==> src/rtl/rr_arbiter4_16bit_pkg.sv <==
// ---------------------------------------------------------------------------
// rr_arbiter4_16bit_pkg
// Shared definitions for the four-way round-robin arbiter slice.
//   state_t      : arbiter FSM encoding (IDLE, OWN)
//   REQ_A..REQ_D : requester index constants (bit position in req/gnt)
//   DEF_WIDTH    : default data width of the shared bus
//   DEF_MAX_LOCK : default cap on consecutive locked transfers
//   onehot4()    : converts a requester index into a one-hot grant vector
// ---------------------------------------------------------------------------
package rr_arbiter4_16bit_pkg;

   typedef enum logic {
      IDLE = 1'b0,
      OWN  = 1'b1
   } state_t;

   localparam logic [1:0] REQ_A = 2'd0;
   localparam logic [1:0] REQ_B = 2'd1;
   localparam logic [1:0] REQ_C = 2'd2;
   localparam logic [1:0] REQ_D = 2'd3;

   localparam int DEF_WIDTH    = 16;
   localparam int DEF_MAX_LOCK = 8;

   // Turns a 2-bit requester index into the matching one-hot grant pattern.
   function automatic logic [3:0] onehot4(input logic [1:0] idx);
      return 4'b0001 << idx;
   endfunction

endpackage

==> src/rtl/rr_arbiter4_16bit_if.sv <==
// ---------------------------------------------------------------------------
// rr_arbiter4_16bit_if
// Bundles the request side and the consumer side of the arbiter.
//   req[3:0], lock[3:0]  : per-requester request and keep-ownership flags
//   InA..InD             : requester data words
//   rdy                  : consumer accepts Out this cycle when vld=1
//   Out, vld             : registered shared output word and its valid flag
//   gnt[3:0], sel[1:0]   : one-hot grant strobe and mux select
//   busy                 : arbiter is holding a locked owner
// Modports: master = requesters/consumer side, slave = the arbiter.
// ---------------------------------------------------------------------------
interface rr_arbiter4_16bit_if #(
   parameter int WIDTH = 16
);

   logic [3:0]       req;
   logic [3:0]       lock;
   logic [WIDTH-1:0] InA;
   logic [WIDTH-1:0] InB;
   logic [WIDTH-1:0] InC;
   logic [WIDTH-1:0] InD;
   logic             rdy;
   logic [WIDTH-1:0] Out;
   logic             vld;
   logic [3:0]       gnt;
   logic [1:0]       sel;
   logic             busy;

   modport master (
      output req, lock, InA, InB, InC, InD, rdy,
      input  Out, vld, gnt, sel, busy
   );

   modport slave (
      input  req, lock, InA, InB, InC, InD, rdy,
      output Out, vld, gnt, sel, busy
   );

endinterface

==> src/rtl/rr_arbiter4_16bit_pick.sv <==
// ---------------------------------------------------------------------------
// rr_pick4
// Rotate-priority encoder for four requesters.
//   req[3:0] : request vector
//   ptr[1:0] : index of the most recent winner (lowest priority next)
//   any      : at least one request is present
//   idx[1:0] : first set request scanning ptr+1, ptr+2, ... modulo 4
// ---------------------------------------------------------------------------
module rr_pick4 (
   input  logic [3:0] req,
   input  logic [1:0] ptr,
   output logic       any,
   output logic [1:0] idx
);

   // Walk the four positions starting just after the last winner; the first
   // hit wins and later hits are ignored. The 2-bit add wraps naturally.
   always_comb begin
      any = 1'b0;
      idx = ptr;
      for (int k = 1; k <= 4; k++) begin
         logic [1:0] cand;
         cand = ptr + 2'(k);
         if (!any && req[cand]) begin
            any = 1'b1;
            idx = cand;
         end
      end
   end

endmodule

==> src/rtl/rr_arbiter4_16bit.sv <==
// ---------------------------------------------------------------------------
// rr_arbiter4_16bit
// Round-robin arbiter sharing one registered data bus between four
// requesters, with optional bounded locked ownership and ready/valid
// backpressure on the consumer side.
//   clk  : system clock, rising edge
//   rst  : synchronous active-high reset
//   bus  : slave modport of rr_arbiter4_16bit_if (req, lock, InA..InD, rdy
//          in; Out, vld, gnt, sel, busy out)
// Parameters: WIDTH (data width), MAX_LOCK (1..255 consecutive locked
// transfers before the lock request is ignored).
// ---------------------------------------------------------------------------
module rr_arbiter4_16bit
   import rr_arbiter4_16bit_pkg::*;
#(
   parameter int WIDTH    = DEF_WIDTH,
   parameter int MAX_LOCK = DEF_MAX_LOCK
) (
   input logic                   clk,
   input logic                   rst,
   rr_arbiter4_16bit_if.slave    bus
);

   state_t           state;
   state_t           nextState;
   logic [1:0]       ptr;
   logic [1:0]       owner;
   logic [1:0]       selQ;
   logic [1:0]       selC;
   logic [1:0]       winner;
   logic [1:0]       pickIdx;
   logic [7:0]       cnt;
   logic [WIDTH-1:0] outQ;
   logic [WIDTH-1:0] muxOut;
   logic [3:0]       gntC;
   logic             vldQ;
   logic             slot;
   logic             any;
   logic             capture;
   logic             exitOwn;

   rr_pick4 uPick (
      .req (bus.req),
      .ptr (ptr),
      .any (any),
      .idx (pickIdx)
   );

   // The output register can take a new word when it is empty or when the
   // consumer is draining the current one in this same cycle.
   assign slot = ~vldQ | bus.rdy;

   // The owner leaves OWN after this capture if it dropped its lock or if
   // this capture is the last one the cap allows.
   assign exitOwn = ~bus.lock[owner] | (cnt == 8'(MAX_LOCK - 1));

   // Grant decision and next state. Only state, ptr, req, lock, slot and rst
   // feed this block, so data inputs never reach gnt. Reset forces gnt low so
   // an ungranted requester keeps its word.
   always_comb begin
      capture   = 1'b0;
      winner    = pickIdx;
      nextState = state;
      if (!rst) begin
         case (state)
            IDLE: begin
               if (slot && any) begin
                  capture = 1'b1;
                  winner  = pickIdx;
                  if (bus.lock[pickIdx] && (MAX_LOCK > 1)) begin
                     nextState = OWN;
                  end
               end
            end
            OWN: begin
               if (!bus.req[owner]) begin
                  nextState = IDLE;
               end else if (slot) begin
                  capture = 1'b1;
                  winner  = owner;
                  if (exitOwn) begin
                     nextState = IDLE;
                  end
               end
            end
            default: nextState = IDLE;
         endcase
      end
      gntC = capture ? onehot4(winner) : 4'b0000;
      selC = capture ? winner : selQ;
   end

   // Shared 4:1 data mux steered by the live select.
   always_comb begin
      case (selC)
         REQ_A:   muxOut = bus.InA;
         REQ_B:   muxOut = bus.InB;
         REQ_C:   muxOut = bus.InC;
         default: muxOut = bus.InD;
      endcase
   end

   // State, pointer, lock counter and output register. A capture loads the
   // word and moves the pointer to the winner; a free slot with no capture
   // empties the register; a stalled slot holds everything. Re-capture by a
   // locked owner leaves ptr at the owner, so others get priority on exit.
   always_ff @(posedge clk) begin
      if (rst) begin
         state <= IDLE;
         ptr   <= REQ_D;
         owner <= REQ_A;
         cnt   <= 8'd0;
         selQ  <= REQ_A;
         outQ  <= '0;
         vldQ  <= 1'b0;
      end else begin
         state <= nextState;
         selQ  <= selC;
         if (capture) begin
            outQ <= muxOut;
            vldQ <= 1'b1;
            ptr  <= winner;
         end else if (slot) begin
            vldQ <= 1'b0;
         end
         if (state == IDLE && nextState == OWN) begin
            owner <= winner;
            cnt   <= 8'd1;
         end else if (state == OWN) begin
            if (nextState == IDLE) begin
               cnt <= 8'd0;
            end else if (capture) begin
               cnt <= cnt + 8'd1;
            end
         end
      end
   end

   assign bus.Out  = outQ;
   assign bus.vld  = vldQ;
   assign bus.gnt  = gntC;
   assign bus.sel  = selC;
   assign bus.busy = (state == OWN);

endmodule

==> src/flat_wrapper.sv <==
// flat-port wrapper written by rule: the top's interface ports become plain ports
module rr_arbiter4_16bit_flat import rr_arbiter4_16bit_pkg::*;
#(
   parameter int WIDTH    = DEF_WIDTH,
   parameter int MAX_LOCK = DEF_MAX_LOCK
)
  (clk, rst, bus_req, bus_lock, bus_InA, bus_InB, bus_InC, bus_InD, bus_rdy, bus_Out, bus_vld, bus_gnt, bus_sel, bus_busy);
  rr_arbiter4_16bit_if #(.WIDTH(WIDTH)) bus_i ();
  input logic clk;
  input logic rst;
  input wire logic [$bits(bus_i.req)-1:0] bus_req;
  input wire logic [$bits(bus_i.lock)-1:0] bus_lock;
  input wire logic [$bits(bus_i.InA)-1:0] bus_InA;
  input wire logic [$bits(bus_i.InB)-1:0] bus_InB;
  input wire logic [$bits(bus_i.InC)-1:0] bus_InC;
  input wire logic [$bits(bus_i.InD)-1:0] bus_InD;
  input wire logic [$bits(bus_i.rdy)-1:0] bus_rdy;
  output wire logic [$bits(bus_i.Out)-1:0] bus_Out;
  output wire logic [$bits(bus_i.vld)-1:0] bus_vld;
  output wire logic [$bits(bus_i.gnt)-1:0] bus_gnt;
  output wire logic [$bits(bus_i.sel)-1:0] bus_sel;
  output wire logic [$bits(bus_i.busy)-1:0] bus_busy;
  assign bus_i.req = bus_req;
  assign bus_i.lock = bus_lock;
  assign bus_i.InA = bus_InA;
  assign bus_i.InB = bus_InB;
  assign bus_i.InC = bus_InC;
  assign bus_i.InD = bus_InD;
  assign bus_i.rdy = bus_rdy;
  assign bus_Out = bus_i.Out;
  assign bus_vld = bus_i.vld;
  assign bus_gnt = bus_i.gnt;
  assign bus_sel = bus_i.sel;
  assign bus_busy = bus_i.busy;
  rr_arbiter4_16bit #(.WIDTH(WIDTH), .MAX_LOCK(MAX_LOCK)) u_core (.clk(clk), .rst(rst), .bus(bus_i));
endmodule
==> config.mk <==
export PLATFORM = sky130hd
export DESIGN_NAME = rr_arbiter4_16bit_flat
export DESIGN_NICKNAME = d
export VERILOG_FILES = /design/src/rtl/rr_arbiter4_16bit_pkg.sv /design/src/rtl/rr_arbiter4_16bit_if.sv /design/src/rtl/rr_arbiter4_16bit_pick.sv /design/src/rtl/rr_arbiter4_16bit.sv /design/src/flat_wrapper.sv
export SDC_FILE = /design/constraint.sdc
export NUM_CORES = 1
export LEC_CHECK = 0
export BUFFER_PORTS_ARGS = -buffer_cell sky130_fd_sc_hd__buf_2
export CORE_MARGIN = 2
export CORE_UTILIZATION = 55
export CTS_BUF_LIST = sky130_fd_sc_hd__clkbuf_8
export DETAILED_ROUTE_END_ITERATION = 8
export HOLD_SLACK_MARGIN = 0.1
export PLACE_DENSITY = 0.88
export SETUP_SLACK_MARGIN = 0.05
export SYNTH_ARGS = -nofsm -noshare
export SYNTH_HDL_FRONTEND = slang
export SYNTH_SLANG_ARGS = --single-unit
export TNS_END_PERCENT = 10
==> constraint.sdc <==
create_clock -name clk -period 4.1 [get_ports clk]
set_clock_uncertainty 0.15 [all_clocks]
set_input_delay 0.205 -clock clk [delete_from_list [all_inputs] [get_ports clk]]
set_output_delay 0.205 -clock clk [all_outputs]
set_load 0.1 [all_outputs]
==> Word level (Yosys, flattened, before mapping) <==
Index checks and enable logic that the tools add are counted.
{ "totals": {"register_bits": 32, "inputBits": 75, "output_inout_bits": 24, "wordCells": 90} }
{ "op_classes": {"n_addsub": 4, "order_cmp": 6, "eq_ne": 5, "n_shift": 1, "muxes": 47, "bitwise_logic": 5, "n_reduce_logical": 14} }
{ "op_table": {"columns": ["op", "count"], "rows": [
  ["one-hot mux 16 bit (3 select lines)", 1],
  ["two-way mux 1 bit", 25],
  ["less-than comparator 2 x 3 -> 1 bit (second input constant)", 6],
  ["two-way mux 2 bit", 8],
  ["two-way mux 8 bit", 2],
  ["binary-select mux 1 bit (select 2 bit)", 7],
  ["adder 8 x 1 -> 8 bit (second input constant)", 1],
  ["== test 8 x 3 -> 1 bit (second input constant)", 1],
  ["logical AND 1 bit", 5],
  ["adder 2 bit (second input constant)", 2],
  ["two-way mux 4 bit", 1],
  ["one-hot mux 1 bit (2 select lines)", 2],
  ["one-hot mux 2 bit (2 select lines)", 1],
  ["AND reduction 2 bit", 2],
  ["nonzero test 2 bit", 2],
  ["left shift 1 x 2 -> 4 bit (first input constant)", 1],
  ["logical NOT 1 bit", 3],
  ["inequality test 3 bit (second input constant)", 1],
  ["NOT 1 bit", 3],
  ["adder 2 x 1 -> 2 bit (second input constant)", 1],
  ["== test 2 x 1 -> 1 bit (second input constant)", 1],
  ["== test 2 bit (second input constant)", 1],
  ["logical NOT 2 bit", 1],
  ["inequality test 2 bit (second input constant)", 1],
  ["2 further kinds", 3]
]} }

==> Depth between registers and ports, before layout <==
{ "logic_depth": {"ltp_word": 22, "depth_mapped": 10, "mapped_depth_nobuf": 8} }

==> Cells and area by module <==
A second synthesis with hierarchy kept.
{ "unflattened": {"cells_unflattened": 264, "area_unflattened_um2": 2218.4} }
{ "by_module_without_submodules": {"columns": ["module", "n_inst", "cells_each", "area_each_um2", "seq_area_each_um2"], "rows": [
  ["rr_arbiter4_16bit", 1, 250, 2135.8, 640.6],
  ["rr_pick4", 1, 14, 82.6, 0.0]
]} }

==> Least setup slack after synthesis <==
No wires, ideal clock.
{ "synth_path": {"path_type": "reg-to-output", "startpoint": "register u_core.state, in the netlist u_core.bus.busy", "endpoint": "output port bus_gnt[0]", "t_arrival_ps": 3381, "setup_slack_ps": 364, "stages_incl_launch_ff": 8, "path_buffers": 2, "cell_sequence": "dfxtp_1 buf_2 nand2b_1 nor3_1 and3b_1 clkbuf_1 a21oi_1 nor2_1"} }
{ "synth_via": {"elab_chain_cells": 5} }
{ "synth_rtl": {"columns": ["element", "line_no", "rtl"], "rows": [
  ["start: declaration", "rr_arbiter4_16bit.sv:24", "state_t state;"],
  ["start signal: assignment", "rr_arbiter4_16bit.sv:117", "state <= nextState;"],
  ["NOT 1 bit", "rr_arbiter4_16bit.sv:65", "case (state)"],
  ["one-hot mux 2 bit (2 select lines)", "rr_arbiter4_16bit.sv:65", null],
  ["two-way mux 2 bit", "rr_arbiter4_16bit.sv:64", "if (!rst) begin"],
  ["left shift 1 x 2 -> 4 bit", "rr_arbiter4_16bit_pkg.sv:27", "return 4'b0001 << idx;"],
  ["two-way mux 4 bit *", "rr_arbiter4_16bit.sv:89", "gntC = capture ? onehot4(winner) : 4'b0000;"],
  ["end: declaration", "flat_wrapper.sv:20", "output wire logic [$bits(bus_i.gnt)-1:0] bus_gnt;"]
]} }
Every way passes the cells marked *; elsewhere a longest branch is shown, timed or not.

==> Worst setup path in the final report <==
{ "layout_path": {"startpoint": "register u_core.owner[0]", "endpoint": "register u_core.outQ[11], in the netlist u_core.bus.Out[11]"} }
{ "layout_via": {"elab_chain_cells": 8} }
{ "layout_rtl": {"columns": ["element", "line_no", "rtl"], "rows": [
  ["start: declaration", "rr_arbiter4_16bit.sv:27", "logic [1:0] owner;"],
  ["start signal: assignment", "rr_arbiter4_16bit.sv:127", "owner <= winner;"],
  ["binary-select mux 1 bit (select 2 bit)", "rr_arbiter4_16bit.sv:76", "if (!bus.req[owner]) begin"],
  ["two-way mux 1 bit (not written as such)", "rr_arbiter4_16bit.sv:76", null],
  ["two-way mux 2 bit / two-way mux 1 bit (equally long branches)", "rr_arbiter4_16bit.sv:76", null],
  ["one-hot mux 2 bit (2 select lines) / one-hot mux 1 bit (2 select lines) (equally long branches)", "rr_arbiter4_16bit.sv:65", null],
  ["two-way mux 2 bit / two-way mux 1 bit (equally long branches)", "rr_arbiter4_16bit.sv:64", null],
  ["two-way mux 2 bit", "rr_arbiter4_16bit.sv:90", "selC = capture ? winner : selQ;"],
  ["== test 2 bit (tied with other cells)", "rr_arbiter4_16bit.sv:95", "case (selC)"],
  ["one-hot mux 16 bit (3 select lines)", "rr_arbiter4_16bit.sv:95", null],
  ["end signal: assignment", "rr_arbiter4_16bit.sv:120", "outQ <= muxOut;"],
  ["end: declaration", "rr_arbiter4_16bit.sv:33", "logic [WIDTH-1:0] outQ;"]
]} }
Several ways; a longest one is shown, not always the timed one. The select of a mux whose other input is x is not followed.
A chain may end at the register's enable or synchronous reset.

==> impl_metrics.yaml <==
critical_path:
  crit_path_end_kind: "register"
  critPathLaunch: "u_core.owner[0]"
  crit_fanout: 22
  start_kind: "register"
  path_buf_inv: 1
  worstPathCellList: "mux2i_1 > nand3b_1 > o2111a_1 > o31ai_2 > a221o_2 > a221oi_2 > a31oi_2 > dlygate4sd3_1"
  crit_family: "compound AO/OA/AOI/OAI gates"
  arrival_ps: 3760
  crit_slowest_cell: "o31ai_2"
  crit_required_ps: 4180
  worstSetupPathType: "reg -> reg"
  r2r_start: "u_core.owner[0]"
  critPathMaxStageDelay_ps: 860
power_and_ir_drop:
  power_switching_mw: 0.850
  power_mw: 1.68
  sw_frac_of_total_pct: 50.7
  power_leakage_nw: 1.49
  power_frac_clock_pct: 18.4
  seqPwrFrac_pct: 25.0
  combPwrFrac_pct: 56.6
  p_per_area_nw_per_um2: 490
  power.internal_mw: 0.825
  vdd_ir_drop_max_mv: 0.305
yosys:
  syn_avg_cell_area_um2: 8.20
  synth_cell_types: 57
  synth_area_um2: 2600
  synth_fp_nets: 393
  synth_edf_count: 0
  synthFlopType: "dfxtp_1"
  ys_seq_area_share_pct: 24.6
  ys_async_sr_fraction_pct: 0
  synth_seq_cells: 32
  syn_inst: 317
  ys_warn_count: 0
sta:
  tns_ps: 0
  hold_viol: 0
  fin_crit_ps: 3680
  rsz0062_at_grt: "false"
  whs_ps: 109
  worstMarginPinSlew_ps: 994
  setup_ws_ps: 420
  finalCritPeriodShare_pct: 89.7
  fmax_mhz: 272
  slew_headroom_pct: 33.7
  setup_viol: 0
  drv_slew: 0
cells_and_area:
  n_fill_cell: 361
  syn2layout_area_growth_pct: 31.6
  seqCellArea_um2: 641
  diodes: 0
  fin_util_pct: 73.9
  layout-drive-gt1-share_pct: 35.7
  final_net_count: 501
  multi_input_area_um2: 1810
status:
  status: "complete, no violations"
worst_hold_path:
  hp-start: "bus_InD[14]"
  hold_path_class: "in -> reg"
clock_tree:
  cts_buffers: 5
  clk_pin_slew_ps: 70
  cts_setup_buffers: 0
  worstSkewPairLatency_ps: 290
  cts_num_sinks: 32
  tritoncts: "yes"
  htreeDepth: 2
  max-clock-path-buffers: 2
  cts-root-buf: "clkbuf_8"
grt:
  first_global_vias: 2999
  grt_pass1_wl_um: 13700
  grt_max_degree: 42
  grt-ovfl-total: 0
  antenna_found_initial: 0
  grtUsageTotal_pct: 32.9
place:
  gp_congestion: 0.892
  dp_hpwl_um: 5860
  numPortBuffers: 98
  pre_cts_slack_ps: 637
floorplanning:
  die_h_um: 72.8
  floorplan.die_area_um2: 5290
  io_pins: 99
  floorplan.initialDensity_pct: 56.2
  rows: 25
  die_w_um: 72.8
  fp.coreArea_um2: 4630
route:
  totalWireLength_um: 8640
  via_per_inst: 6.48
  drt_pass1_iterations: 8
  drt_iter0_markers: 316
  antenna_left: 0
  post_drt_wl_per_cell_um: 18.0
  vias: 3111
  drc: 0
flow_run:
  drv_cap: 0
[path summary, 6_finish.rpt]
check	end	slack, ps	cells after the start
hold / removal	u_core.bus.Out[14]	110	3
setup reg to reg	u_core.bus.Out[11]	420	8
hold reg to reg	u_core.cnt[7]	370	2
setup / recovery	u_core.bus.Out[11]	420	8
[cells by family (layout without fill, tap and decap cells)]
group           after synthesis  count (layout)  synth area share [%]
compound gates              110             110                  37.0
xor+xnor                      6               6                  2.02
fa+ha+maj                     1               1                 0.481
buf+inv                      33             142                  6.35
flops                        32              32                  24.6
mux                           7               7                  3.80
simple gates                128             128                  25.7
[flip-flops by register name, summed over array words and instances, names as in the netlist]
register and count:
u_core.bus.vld 1, u_core.bus.Out 16, u_core.bus.busy 1, u_core.selQ 2, u_core.cnt 8, u_core.owner 2, u_core.ptr 2
[timing repair]
item	in CTS	in global routing
hold buffers	26	0
resized for setup	0	0
hold endpoints to repair	15	0
[cell usage in the layout (no fill, tap or decap), types with 9 or more instances in the layout]
cell / Yosys / routed
o22ai_1: 15 / 15
dfxtp_1: 32 / 32
a21oi_1: 16 / 16
inv_1: 9 / 9
nand2b_1: 18 / 18
dlygate4sd3_1: 0 / 26
a31oi_2: 10 / 10
a221o_2: 10 / 10
o31ai_1: 13 / 12
nand2_1: 20 / 20
and3_1: 12 / 12
buf_2: 7 / 98
a221oi_2: 10 / 10
nor2_1: 47 / 47
[synth_stat cells, types with 4 or more instances]
cell	n	area, µm²
a21oi_1	16	80.1
a2bb2oi_1	4	35.0
a31oi_2	10	125
nor2b_1	6	37.5
dfxtp_1	32	641
mux2i_1	5	50.1
a32oi_1	5	43.8
o221ai_1	4	35.0
nand3_1	5	25.0
buf_2	7	35.0
inv_1	9	33.8
nand2_1	20	75.1
a221oi_2	10	150
and3_1	12	75.1
a221o_2	10	113
buf_6	4	45.0
o22ai_1	15	93.8
o31ai_1	13	97.6
nor2_1	47	176
o21ai_0	4	20.0
xor2_1	5	43.8
clkbuf_1	9	33.8
nand2b_1	18	113
nor3_1	5	25.0
[worst min-delay path, stage by stage]
cell,delay [ps]
buf_2,80
o31ai_1,80
a31oi_2,140
[layer usage]
| metal | routed length [µm] | track usage (%) | up-vias |
|---|---|---|---|
| li1 | - | - | 1416 |
| met4 | 459 | 17.9 | 0 |
| met3 | 671 | 7.73 | 54 |
| met5 | 0 | 0 | - |
| met2 | 4190 | 55.2 | 199 |
| met1 | 3320 | 38.6 | 1442 |
[area by class of cell]
| type | count | area share (%) |
|---|---|---|
| Timing Repair Buffer | 125 | 22.2 |
| Clock inverter | 3 | 1.24 |
| Inverter | 9 | 0.987 |
| Tap cell | 54 | 1.97 |
| Clock buffer | 5 | 2.01 |
| Multi-Input combinational cell | 252 | 52.9 |
| Sequential cell | 32 | 18.7 |
[power groups by stage]
stage | clock, mW | sequential (mW) | combinational [mW]
after detailed placement | 0 | 0.420 | 0.889
after floorplan | 0 | 0.656 | 0.494
after global routing | 0.326 | 0.421 | 1.00
final | 0.308 | 0.419 | 0.948
after CTS | 0.312 | 0.414 | 0.929
after global placement | 0 | 0.417 | 0.877
[through the flow]
stage,instance area (µm²),cells
finish,3420,480
global route,3420,480
CTS,3420,480
detailed placement,3050,446
global placement,3050,446
floorplan,2600,317
(Power assumes the default switching activity.)
